File: src/rtl/id_forward_scoreboard.sv
// ID-stage hazard unit: shift scoreboard of in-flight writes, load-use stall and operand forwarding.
// Optional event counters are built only when ID_FORWARD_STATS_EN is defined.
module id_forward_scoreboard #(
   parameter int unsigned DATA_WIDTH       = 32,
   parameter int unsigned REG_ADDR_WIDTH   = 5,
   parameter int unsigned PIPE_DEPTH       = 3,
   parameter int unsigned LOAD_READY_STAGE = 2
) (
   input  logic                                clk,
   input  logic                                rst,
   input  logic                                id_valid,
   input  logic                                id_uses_rs,
   input  logic                                id_uses_rt,
   input  logic [REG_ADDR_WIDTH-1:0]           id_rs,
   input  logic [REG_ADDR_WIDTH-1:0]           id_rt,
   input  logic                                id_write_reg,
   input  logic [REG_ADDR_WIDTH-1:0]           id_write_addr,
   input  logic                                id_is_load,
   input  logic [DATA_WIDTH-1:0]               rf_rs_data,
   input  logic [DATA_WIDTH-1:0]               rf_rt_data,
   input  logic [PIPE_DEPTH*DATA_WIDTH-1:0]    stage_result,
   output logic                                stall,
   output logic [DATA_WIDTH-1:0]               rs_value,
   output logic [DATA_WIDTH-1:0]               rt_value,
   output logic [$clog2(PIPE_DEPTH+1)-1:0]     rs_fwd_sel,
   output logic [$clog2(PIPE_DEPTH+1)-1:0]     rt_fwd_sel,
   output logic [31:0]                         stall_count,
   output logic [31:0]                         fwd_count
);

   localparam int unsigned SEL_W = $clog2(PIPE_DEPTH + 1);

   // Index i holds the instruction currently in stage i+1.
   logic [PIPE_DEPTH-1:0]                     ent_valid_q, ent_valid_d;
   logic [PIPE_DEPTH-1:0][REG_ADDR_WIDTH-1:0] ent_addr_q,  ent_addr_d;
   logic [PIPE_DEPTH-1:0]                     ent_load_q,  ent_load_d;

   logic rs_req_c, rt_req_c;
   logic rs_stall_c, rt_stall_c;

   assign rs_req_c = id_valid && id_uses_rs && (id_rs != '0);
   assign rt_req_c = id_valid && id_uses_rt && (id_rt != '0);

   // Scan oldest to youngest so the lowest matching stage is what remains.
   always_comb begin
      rs_fwd_sel = '0;
      rt_fwd_sel = '0;
      rs_value   = rf_rs_data;
      rt_value   = rf_rt_data;
      rs_stall_c = 1'b0;
      rt_stall_c = 1'b0;
      for (int i = int'(PIPE_DEPTH) - 1; i >= 0; i--) begin
         if (rs_req_c && ent_valid_q[i] && (ent_addr_q[i] == id_rs)) begin
            rs_fwd_sel = SEL_W'(i + 1);
            rs_value   = stage_result[i*DATA_WIDTH +: DATA_WIDTH];
            rs_stall_c = ent_load_q[i] && ((i + 1) < int'(LOAD_READY_STAGE));
         end
         if (rt_req_c && ent_valid_q[i] && (ent_addr_q[i] == id_rt)) begin
            rt_fwd_sel = SEL_W'(i + 1);
            rt_value   = stage_result[i*DATA_WIDTH +: DATA_WIDTH];
            rt_stall_c = ent_load_q[i] && ((i + 1) < int'(LOAD_READY_STAGE));
         end
      end
   end

   assign stall = rs_stall_c | rt_stall_c;

   // A stalled ID instruction leaves a bubble behind in stage 1.
   always_comb begin
      ent_valid_d = ent_valid_q;
      ent_addr_d  = ent_addr_q;
      ent_load_d  = ent_load_q;
      for (int i = int'(PIPE_DEPTH) - 1; i >= 1; i--) begin
         ent_valid_d[i] = ent_valid_q[i-1];
         ent_addr_d[i]  = ent_addr_q[i-1];
         ent_load_d[i]  = ent_load_q[i-1];
      end
      ent_valid_d[0] = id_valid && !stall && id_write_reg && (id_write_addr != '0);
      ent_addr_d[0]  = id_write_addr;
      ent_load_d[0]  = id_is_load;
   end

   always_ff @(posedge clk) begin
      if (rst) begin
         ent_valid_q <= '0;
         ent_addr_q  <= '0;
         ent_load_q  <= '0;
      end else begin
         ent_valid_q <= ent_valid_d;
         ent_addr_q  <= ent_addr_d;
         ent_load_q  <= ent_load_d;
      end
   end

`ifdef ID_FORWARD_STATS_EN
   logic [31:0] stall_count_q, stall_count_d;
   logic [31:0] fwd_count_q,   fwd_count_d;
   logic [1:0]  fwd_inc_c;

   assign fwd_inc_c     = stall ? 2'd0
                                : ({1'b0, rs_fwd_sel != '0} + {1'b0, rt_fwd_sel != '0});
   assign stall_count_d = stall_count_q + 32'(stall);
   assign fwd_count_d   = fwd_count_q + 32'(fwd_inc_c);

   always_ff @(posedge clk) begin
      if (rst) begin
         stall_count_q <= '0;
         fwd_count_q   <= '0;
      end else begin
         stall_count_q <= stall_count_d;
         fwd_count_q   <= fwd_count_d;
      end
   end

   assign stall_count = stall_count_q;
   assign fwd_count   = fwd_count_q;
`else
   assign stall_count = '0;
   assign fwd_count   = '0;
`endif

endmodule

File: config.mk
export PLATFORM = sky130hd
export DESIGN_NAME = id_forward_scoreboard
export DESIGN_NICKNAME = d
export VERILOG_FILES = /design/src/rtl/id_forward_scoreboard.sv
export SDC_FILE = /design/constraint.sdc
export NUM_CORES = 1
export LEC_CHECK = 0
export BUFFER_PORTS_ARGS = -buffer_cell sky130_fd_sc_hd__buf_2
export CORE_AREA = 2 2 123 125
export DETAILED_ROUTE_END_ITERATION = 8
export DIE_AREA = 0 0 125 127
export PLACE_DENSITY = 0.59
export SYNTH_ARGS = -nofsm -noshare
export SYNTH_HDL_FRONTEND = slang
export SYNTH_SLANG_ARGS = --single-unit
export TNS_END_PERCENT = 5
File: constraint.sdc
create_clock -name clk -period 2.1 [get_ports clk]
set_clock_uncertainty 0.15 [all_clocks]
set_input_delay 0.315 -clock clk [delete_from_list [all_inputs] [get_ports clk]]
set_output_delay 0.315 -clock clk [all_outputs]
set_load 0.01 [all_outputs]
After elaboration in Yosys (flattened, before gate mapping)
Cells that the tools add are included.
Word-level totals
  register bits after elaboration: 19
  input port bits: 182
  output and inout bits: 133
  word-level logic and storage cells: 49
Operators by class
  eq/ne operators: 6
  multiplexer cells: 14
  bitwise logic cells: 1
  reduce and logical (&&, ||, !) cells: 23
Operators by type and width (number)
  $mux 32: 6
  $eq 5x5->1: 6
  $logic_and 1x1->1: 19
  $reduce_bool 5->1: 3
  $mux 2: 6
  $mux 1: 2
  $logic_not 1->1: 1
  $or 1x1->1: 1

Depth between registers and ports, before layout
Gate-level depths: netlist of run 1.
  depth in word-level cells: 10
  depth in mapped cells: 8
  mapped depth without buffers: 5

Least setup slack after synthesis of run 1
No wires, ideal clock.
  path type: input-to-output
  start: in id_rt[1]
  end: out rt_value[11]
  arrival time: 1.901 ns
  data required time: 1.635 ns
  path slack: -0.266 ns
  cell stages on the path: 6
  buffers on the path: 1
  cell sequence: or4_4 o211a_4 clkbuf_1 a21boi_0 a211oi_2 o31ai_1
Between the ends
  longest elaborated chain between the ends: 7
  elaborated cells between the ends (all ways): 14
  those cells by class: eq/ne (3); mux (3); reduce/logical (8)
RTL lines
  start, declared: RTL line 15  | input logic [REG_ADDR_WIDTH-1:0] id_rt,
  $reduce_bool 5->1: RTL line 42  | assign rt_req_c = id_valid && id_uses_rt && (id_rt != '0);
  $logic_and 1x1->1: RTL line 42
  $logic_and 1x1->1 (2 in series): RTL line 58  | if (rt_req_c && ent_valid_q[i] && (ent_addr_q[i] == id_rt)) begin
  $mux 32 (2 in series): RTL line 58
  $mux 32 *: RTL line 58
  end, declared: RTL line 24  | output logic [DATA_WIDTH-1:0] rt_value,
Mark *: on every way between the ends. The rest lies on a longest branch, timed or not.

Worst setup path after layout of run 1
  start: in id_rs[4]
  end: out rs_value[3]
Between the ends
  longest elaborated chain between the ends: 7
  elaborated cells between the ends (all ways): 14
  those cells by class: eq/ne (3); mux (3); reduce/logical (8)
RTL lines
  start, declared: RTL line 14  | input logic [REG_ADDR_WIDTH-1:0] id_rs,
  $reduce_bool 5->1: RTL line 41  | assign rs_req_c = id_valid && id_uses_rs && (id_rs != '0);
  $logic_and 1x1->1: RTL line 41
  $logic_and 1x1->1 (2 in series): RTL line 53  | if (rs_req_c && ent_valid_q[i] && (ent_addr_q[i] == id_rs)) begin
  $mux 32 (2 in series): RTL line 53
  $mux 32 *: RTL line 53
  end, declared: RTL line 23  | output logic [DATA_WIDTH-1:0] rs_value,
Marked as above.

==> metrics, run 1 <==
status=complete, but fails checks; failing checks=negative setup slack; Clk pin slew, worst setup/hold paths=around 0.050 ns; Async S/R FF share, synth=0%; Placer Congestion=0.862; Post-DP HPWL=13700 um; Hold WS=~0.13 ns; fin. max-slew vios=0; Placement Rows=44; CTS Root Cell=clkbuf_16; worst-path fanout max=11; initial drt markers=206; core area=between 0.01 and 0.015 sq mm; Commonest cells post-synth=nand2_1 (72), nor2_1 (69), buf_4 (64); vias=4989; Critical Path RT=~1.6 ns; final period utilization=129%; total track usage=between 10% and 20%; DRC viols=0; drt first pass iters=4; dominant synthesized flop cell=dfxtp_1; Die Wd=approximately 130 um; initial antenna violation count=0; Layout Area Growth over Synthesis=65.6%; Final min period=between 2 and 3 ns; Crit Path Category=input port to output port; Max Clk Rate=370 MHz; vias per inst=4.95; Max clock buf depth=2; I/O pin count=around 320; Synth Warn #=0; layout cells sized above 1=between 50 and 60%; Synth area leader=buf_4; global-route wire length before repair=between 20000 and 30000 um; Final Hold Vio Count=0; die area=between 0.015 and 0.02 sq mm; chip height=around 130 um; # setup viols final=70; overall power=approximately 1.5 mW; Worst VDD drop=0.000443 V; n_diodes=0; Fin Setup TNS=-34.31 ns; Post-synth EDFFs=0; H-tree levels=1; Netlist cell types=41; synthesized instance count=approximately 540; final design utilization=44.9%; fin worst setup slack=-0.600 ns; leak pwr=slightly above 3 nW; # Max-Cap Violations=0; post-synth top area share=12.3%; most frequent cell after synthesis=nand2_1; PD cells=~240 mW/mm^2; CTS tree=done; CTS Buf Count=3; post-synthesis register bit count=19; total wire length=17500 um; Mapped Area=approximately 0.004 sq mm; CP arrival=around 2.2 ns; Avg Cell Area, Syn=between 7 and 8 sq um; clk_lat worst skew=approximately 0.25 ns; # port buffers=250; Initial Utilization=around 27%; largest net degree at the start of global routing=36; grt ovf=0; vias in the first global route=around 5000; RSZ-0062 raised after global routing=yes; post-route ant nets=0; Routed WL per cell=roughly 17 um; sequential area share after synthesis=9.73%; Crit. End Element=output port; TritonCTS Sinks=19; class of the most critical hold timing path=input port to flop; NumNets Final=roughly 1000; startpoint type of the worst setup path=input port; cts hold-fix bufs=0; dominant cells by area after synthesis=buf_4 (12%), o31ai_1 (12%), a211oi_2 (12%), dfxtp_1 (9.7%), a21boi_0 (9.2%)
==> path summary, 6_finish.rpt <==
kind                             start                   endpoint  slack, ns  cells after the start
max                           id_rs[4]                rs_value[3]      -0.60                     10
min                         id_is_load   ent_load_q[0]$_SDFF_PP0_       0.13                      2
max reg2reg   ent_addr_d[5]$_SDFF_PP0_  ent_valid_q[0]$_SDFF_PP0_       0.17                      8
min reg2reg  ent_addr_d[13]$_SDFF_PP0_  ent_addr_q[13]$_SDFF_PP0_       0.35                      1
==> sequential cells by signal, summed over array words and instances, names as in the netlist <==
name / flops
ent_addr_d: 10
ent_addr_q: 5
ent_load_q: 1
ent_valid_q: 3
==> layout make-up <==
class                      count  area [sq um]
clock buffer                   4          78.8
tap                          184           230
fill                        1485          7950
inverter                       3          11.3
timing repair buffer         327          2190
sequential                    19           387
multi-input combinational    471          3570
==> layer usage <==
layer	global-route usage (%)	routed length [um]	share of wire, %	vias up
met2	38.5	9140	52	214
met4	3.40	244	1.4	0
li1	-	-	-	2376
met3	2.14	917	5.3	23
met1	23.9	7160	41	2376
met5	0	0	0	-
==> cell usage in the layout, fill, tap and decap left out, drive strengths merged, types with 10 or more instances in the layout <==
cell type and count:
buf 325, nand2 73, nor2 69, conb 64
o31ai 64, a211oi 64, a21boi 48, dfxtp 19
and3 18, xnor2 17, nor2b 17, xor2 10
==> worst max-delay path, stage by stage <==
cell      delay, ns
buf_2          0.12
or4_4          0.56
o211ai_4       0.19
buf_4          0.16
nor4_4         0.05
buf_12         0.16
buf_6          0.12
buf_12         0.14
o31ai_2        0.25
buf_2          0.17
==> through the flow <==
step / instances / area [sq um] / setup WS [ns]
after detailed placement: 996 / 5990 / -0.815
after global placement: 996 / 5990 / -0.751
final: 1008 / 6470 / -0.600
after floorplan: 606 / 4470 / -0.201
after CTS: 1002 / 6250 / -0.576
after global routing: 1008 / 6470 / -0.656
==> cell families (layout without fill, tap and decap cells) <==
logic type / after synthesis / after routing / synth area share (%)
XOR/XNOR: 27 / 27 / 6.05
AO/OA/AOI/OAI: 188 / 188 / 41.8
AND/OR/NAND/NOR: 192 / 192 / 23.1
buffers and inverters: 116 / 334 / 19.2
flip-flops: 19 / 19 / 9.73
other: 1 / 64 / 0.0959
==> where the power goes <==
part           total, mW  internal, mW  switching, mW  leakage [nW]
combinational      0.753         0.373          0.380          2.82
sequential         0.387         0.376         0.0113         0.158
clock              0.393         0.258          0.135        0.0382
==> what timing repair did <==
item                       4_1_cts  5_1_grt
pin swaps                       16       22
buffers inserted                 2        4
gates resized for setup         38       47
cloned                           0        2
setup endpoints to repair       70       70
Power figures use the tool's default switching activity.
==> run 2: changes to the inputs <==
- PLACE_DENSITY: 0.59 -> 0.7
==> run 2 against run 1 <==
  * The flow still finishes with violations (negative setup slack)
  * Sequential cell count stayed put
  * Largest cell class unchanged
  * Routed wire length is 11% higher
  * Non-clock buffer count increased by 3
==> metrics, run 2 (synthesis results as in run 1) <==
status=complete, but fails checks; failing checks=negative setup slack; initial antenna violation count=1; Clk pin slew, worst setup/hold paths=around 0.050 ns; initial drt markers=about 240; CTS tree=done; H-tree levels=1; Placement Rows=44; TritonCTS Sinks=19; vias in the first global route=about 4700; Initial Utilization=around 27%; P_sw=0.541 mW; drt first pass iters=5; global-route wire length before repair=25000 um; Final Hold Vio Count=0; post-route ant nets=0; startpoint type of the worst setup path=input port; largest net degree at the start of global routing=35; Crit. End Element=output port; Post-DP HPWL=13300 um; clk_lat worst skew=~0.25 ns; Sequential Area=between 300 and 400 sq um; CTS Buf Count=3; Routed WL per cell=19.1 um; Critical Path RT=approximately 1.6 ns; Worst VDD drop=0.000639 V; Finished Layout Cells=1013; I/O pin count=~320; Max clock buf depth=2; RSZ-0062 raised after global routing=yes; placed cell areas=slightly below 0.006 sq mm; fin. max-slew vios=0; die area=0.0159 sq mm; final period utilization=129%; core area=around 0.014 sq mm; register share of total power=between 20% and 30%; # port buffers=between 200 and 300; # setup viols final=70; max reg flops=10; internal power=between 1 and 1.5 mW; Crit Path Category=input port to output port; CP arrival=between 2 and 2.5 ns; vias per inst=5.09; layout cells sized above 1=between 60% and 70%; vias=around 5200; Clk pwr share=24.6%; Max Clk Rate=between 300 and 400 MHz; worst-path fanout max=13; total track usage=19.4%; Die Wd=roughly 130 um; Final min period=roughly 2.7 ns; # fillers=about 1400; commonest non-fill, non-tap cells in the layout=buf_2 (248), nor2_1 (66), conb_1 (64), nand2_1 (53); commonest non-fill, non-tap cell in the layout=buf_2; Multi-input gate area=between 0.003 and 0.004 sq mm; Finished Cell Area=a little under 0.007 sq mm; DRC viols=0; fin worst setup slack=-0.615 ns; chip height=127 um; grt ovf=0; Placer Congestion=about 0.9; leak pwr=3.11 nW; Gate power share=about half; overall power=~1.6 mW; # Max-Cap Violations=0; dpl cells=a little under 1000; PD cells=about 230 mW/mm^2; switch share=between 30% and 40%; Layout Area Growth over Synthesis=76.1%; total wire length=a little under 20000 um; NumNets Final=1011; cts hold-fix bufs=0; CTS Root Cell=clkbuf_16; class of the most critical hold timing path=input port to flop
[run 2: cell count changes in the layout (fill, tap and decap cells not counted), sizes merged]
cell	before	now
clkbuf	6	12
buf	325	321
clkinv	0	1
and2	2	3
diode	0	1
[run 2: power groups by stage]
stage                     clock network [mW]  logic [mW]  registers (mW)
final                                  0.384       0.785           0.389
after CTS                              0.393       0.716           0.388
after global routing                   0.407       0.838           0.391
after global placement                     0       0.683           0.394
after detailed placement                   0       0.689           0.395
after floorplan                            0       0.415           0.392
[run 2: area by class of cell]
class / instances / share of cell area, %
clock inverter: 1 / 0.0727
multi-input combinational: 472 / 56.0
tap: 184 / 3.35
timing repair buffer: 330 / 33.6
sequential: 19 / 5.67
clock buffer: 3 / 1.09
inverter: 3 / 0.164
antenna: 1 / 0.0364
[run 2: path summary, 6_finish.rpt]
path / start / end / slack (ns) / cells after the start
worst max-delay path: id_rt[4] / rt_value[28] / -0.61 / 10
worst min-delay path: id_is_load / ent_load_q[0]$_SDFF_PP0_ / 0.12 / 2
worst max register to register: ent_addr_d[7]$_SDFF_PP0_ / ent_valid_q[0]$_SDFF_PP0_ / -0.10 / 8
worst min register to register: ent_valid_q[0]$_SDFF_PP0_ / ent_valid_q[1]$_SDFF_PP0_ / 0.33 / 1
[run 2: stage by stage]
step | setup slack [ns] | utilization (%) | setup TNS [ns] | hold slack [ns]
after global routing | -0.652 | 47.7 | -40.05 | 0.140
after global placement | -0.562 | 40.3 | -34.63 | 0.320
after floorplan | -0.201 | - | -11.98 | 0.237
after CTS | -0.515 | 42.2 | -32.16 | 0.125
after detailed placement | -0.580 | 40.3 | -35.20 | 0.326
final | -0.615 | 47.7 | -36.29 | 0.124
[run 2: worst max-delay path, cell delays in order]
cell	delay, ns
buf_2	0.10
or4_4	0.54
o211ai_2	0.25
buf_6	0.14
nor4_4	0.05
buf_4	0.15
buf_12	0.15
a211oi_2	0.28
o31ai_4	0.11
buf_2	0.15
[run 2: what timing repair did]
| action | 4_1_cts | 5_1_grt |
|---|---|---|
| gates resized for setup | 55 | 101 |
| endpoints found under the setup margin | 70 | 70 |
| gates cloned | 1 | 8 |
| pin swaps | 26 | 37 |
| setup buffers | 3 | 20 |
[run 2: per-layer routing]
metal	track usage, %	wire length (um)
met4	4.05	276
met2	36.3	10100
met1	23.9	7770
met5	0	0
met3	2.18	1140
==> run 3: changes to the inputs <==
- PLACE_DENSITY: 0.7 -> 0.68
- clock period: 2.1 -> 3.2 ns (I/O delays scaled with it)
==> run 3 against run 2 <==
  * Largest power group unchanged
  * Final area down 22%
  * Non-clock buffer count decreased by 53
  * Clock power fell by 36%
  * Sequential share of layout area increased by 1.4 points
  * Global-route usage is 0.86 points lower
  * Cell count down 5.3%
  * The run now ends clean
  * Die area did not move
  * Core utilization down 11 points
  * Critical path type unchanged
  * Hold slack better by 0.18 ns
  * Register-to-register slack better by 1.3 ns
  * Combinational power down 47%
==> metrics, run 3 (synthesis results as in run 1) <==
Worst slew margin=~50%; CTS Root Cell=clkbuf_16; Clk pwr share=around 27%; drt first pass iters=6; RSZ-0062 raised after global routing=no; # port buffers=between 200 and 300; Crit Path Category=input port to output port; switch share=between 30% and 40%; # Max-Cap Violations=0; fin worst setup slack=~0.11 ns; Worst path slowest cell=or4_4; total track usage=a little under a fifth; startpoint type of the worst setup path=input port; vias=approximately 4800; total wire length=approximately 16000 um; post-route ant nets=0; dpl ws=-0.00551 ns; worst-path fanout max=14; Placer Congestion=~0.86; grt ovf=0; postcts setup bufs=0; Crit. End Element=output port; largest net degree at the start of global routing=a little under 70; internal power=roughly 0.6 mW; Initial Utilization=a little over a quarter; final design utilization=37.2%; layout cells sized above 1=43.4%; placed cell areas=0.00527 sq mm; Routed WL per cell=16.5 um; Die Wd=~130 um; Gate power share=a little under half; fin. max-slew vios=0; P_sw=0.309 mW; max reg flops=10; CTS tree=done; global-route wire length before repair=between 20000 and 25000 um; PD cells=between 150 and 200 mW/mm^2; initial antenna violation count=3; Finished Cell Area=roughly 0.0054 sq mm; Max Clk Rate=324 MHz; class of the most critical hold timing path=input port to flop; Clk pin slew, worst setup/hold paths=around 0.050 ns; DRC viols=0; Critical Path RT=between 2 and 3 ns; die area=between 0.015 and 0.02 sq mm; most used cell, CP=buf_2; Final Hold Vio Count=0; Worst Tran Pin Value=about 0.75 ns; register share of total power=between 20% and 30%; CP arrival=2.46 ns; TritonCTS Sinks=19; commonest non-fill, non-tap cell in the layout=buf_2; NumNets Final=about 960; Worst VDD drop=about 0.00026 V; commonest non-fill, non-tap cells in the layout=buf_2 (250), nand2_1 (72), nor2_1 (69), conb_1 (64), o31ai_1 (63); crit path cell chain=buf_2 > or4_4 > o211ai_4 > or4_1 > buf_4 > nor2_1 > o31ai_1 > buf_2; final period utilization=96.5%; overall power=0.918 mW; CTS Buf Count=3; Post-DP HPWL=roughly 12000 um; initial drt markers=around 190; Final min period=just over 3 ns; # fillers=1539; Hold WS=0.300 ns; status=complete, no violations; core area=about 0.014 sq mm; vias in the first global route=~4500; leak pwr=between 2 and 2.5 nW; Layout Area Growth over Synthesis=37.2%; clk_lat worst skew=0.25 ns; Worst path max stage delay=approximately 0.56 ns; # setup viols final=0; Max clock buf depth=2; vias per inst=5.00; H-tree levels=1; chip height=127 um; I/O pin count=~320; Placement Rows=44
run 3: cell count changes in the layout (fill, tap and decap cells not counted), sizes merged:
cell / delta
clkinv: -1
clkbuf: -8
buf: -44
and2: -1
run 3: per-stage QoR:
stage / TNS, ns / cells
2_1_floorplan: 0 / 606
3_3_place_gp: -0.0179 / 954
3_5_place_dp: -0.00551 / 954
4_1_cts: 0 / 958
5_1_grt: 0 / 958
6_report: 0 / 959
run 3: path summary, 6_finish.rpt:
| path | start | end | slack [ns] | cells after the start |
|---|---|---|---|---|
| setup / recovery | id_rs[4] | rs_value[23] | 0.11 | 8 |
| hold / removal | id_is_load | ent_load_q[0]$_SDFF_PP0_ | 0.30 | 2 |
| setup reg to reg | ent_addr_d[9]$_SDFF_PP0_ | ent_valid_q[0]$_SDFF_PP0_ | 1.23 | 6 |
| hold reg to reg | ent_valid_q[0]$_SDFF_PP0_ | ent_valid_q[1]$_SDFF_PP0_ | 0.34 | 1 |
run 3: routing by layer:
metal	global-route usage (%)	vias to the layer above	routed length, um
met1	23.5	2229	6720
met3	1.84	28	1010
met4	5.42	2	304
met5	0	-	13
met2	33.3	248	7740
li1	-	2288	-
run 3: cell type report:
class / instances / area, sq um / area share (%)
well taps: 184 / 230 / 4.29
diodes: 1 / 2.50 / 0.0467
clock buffers: 4 / 78.8 / 1.47
inverters: 3 / 11.3 / 0.210
multi-input cells: 471 / 3060 / 57.1
repair buffers: 277 / 1600 / 29.7
flip-flops and latches: 19 / 380 / 7.09
run 3: critical path, delay by kind of cell:
kind	cells	cell delay, ns
AND/OR/NAND/NOR	3	0.85
buffers and inverters	3	0.60
AO/OA/AOI/OAI	2	0.53
run 3: what timing repair did:
| item | 4_1_cts | 5_1_grt |
|---|---|---|
| hold buffers | 0 | 0 |
| setup endpoints to repair | 0 | 6 |
| gates resized for setup | 0 | 2 |
| endpoints found under the hold margin | 0 | 0 |
run 3: power groups by stage:
| stage | combinational [mW] | sequential, mW | clock, mW |
|---|---|---|---|
| floorplan | 0.255 | 0.258 | 0 |
| global placement | 0.408 | 0.261 | 0 |
| detailed placement | 0.411 | 0.261 | 0 |
| CTS | 0.413 | 0.256 | 0.255 |
| global route | 0.452 | 0.257 | 0.264 |
| finish | 0.415 | 0.256 | 0.247 |
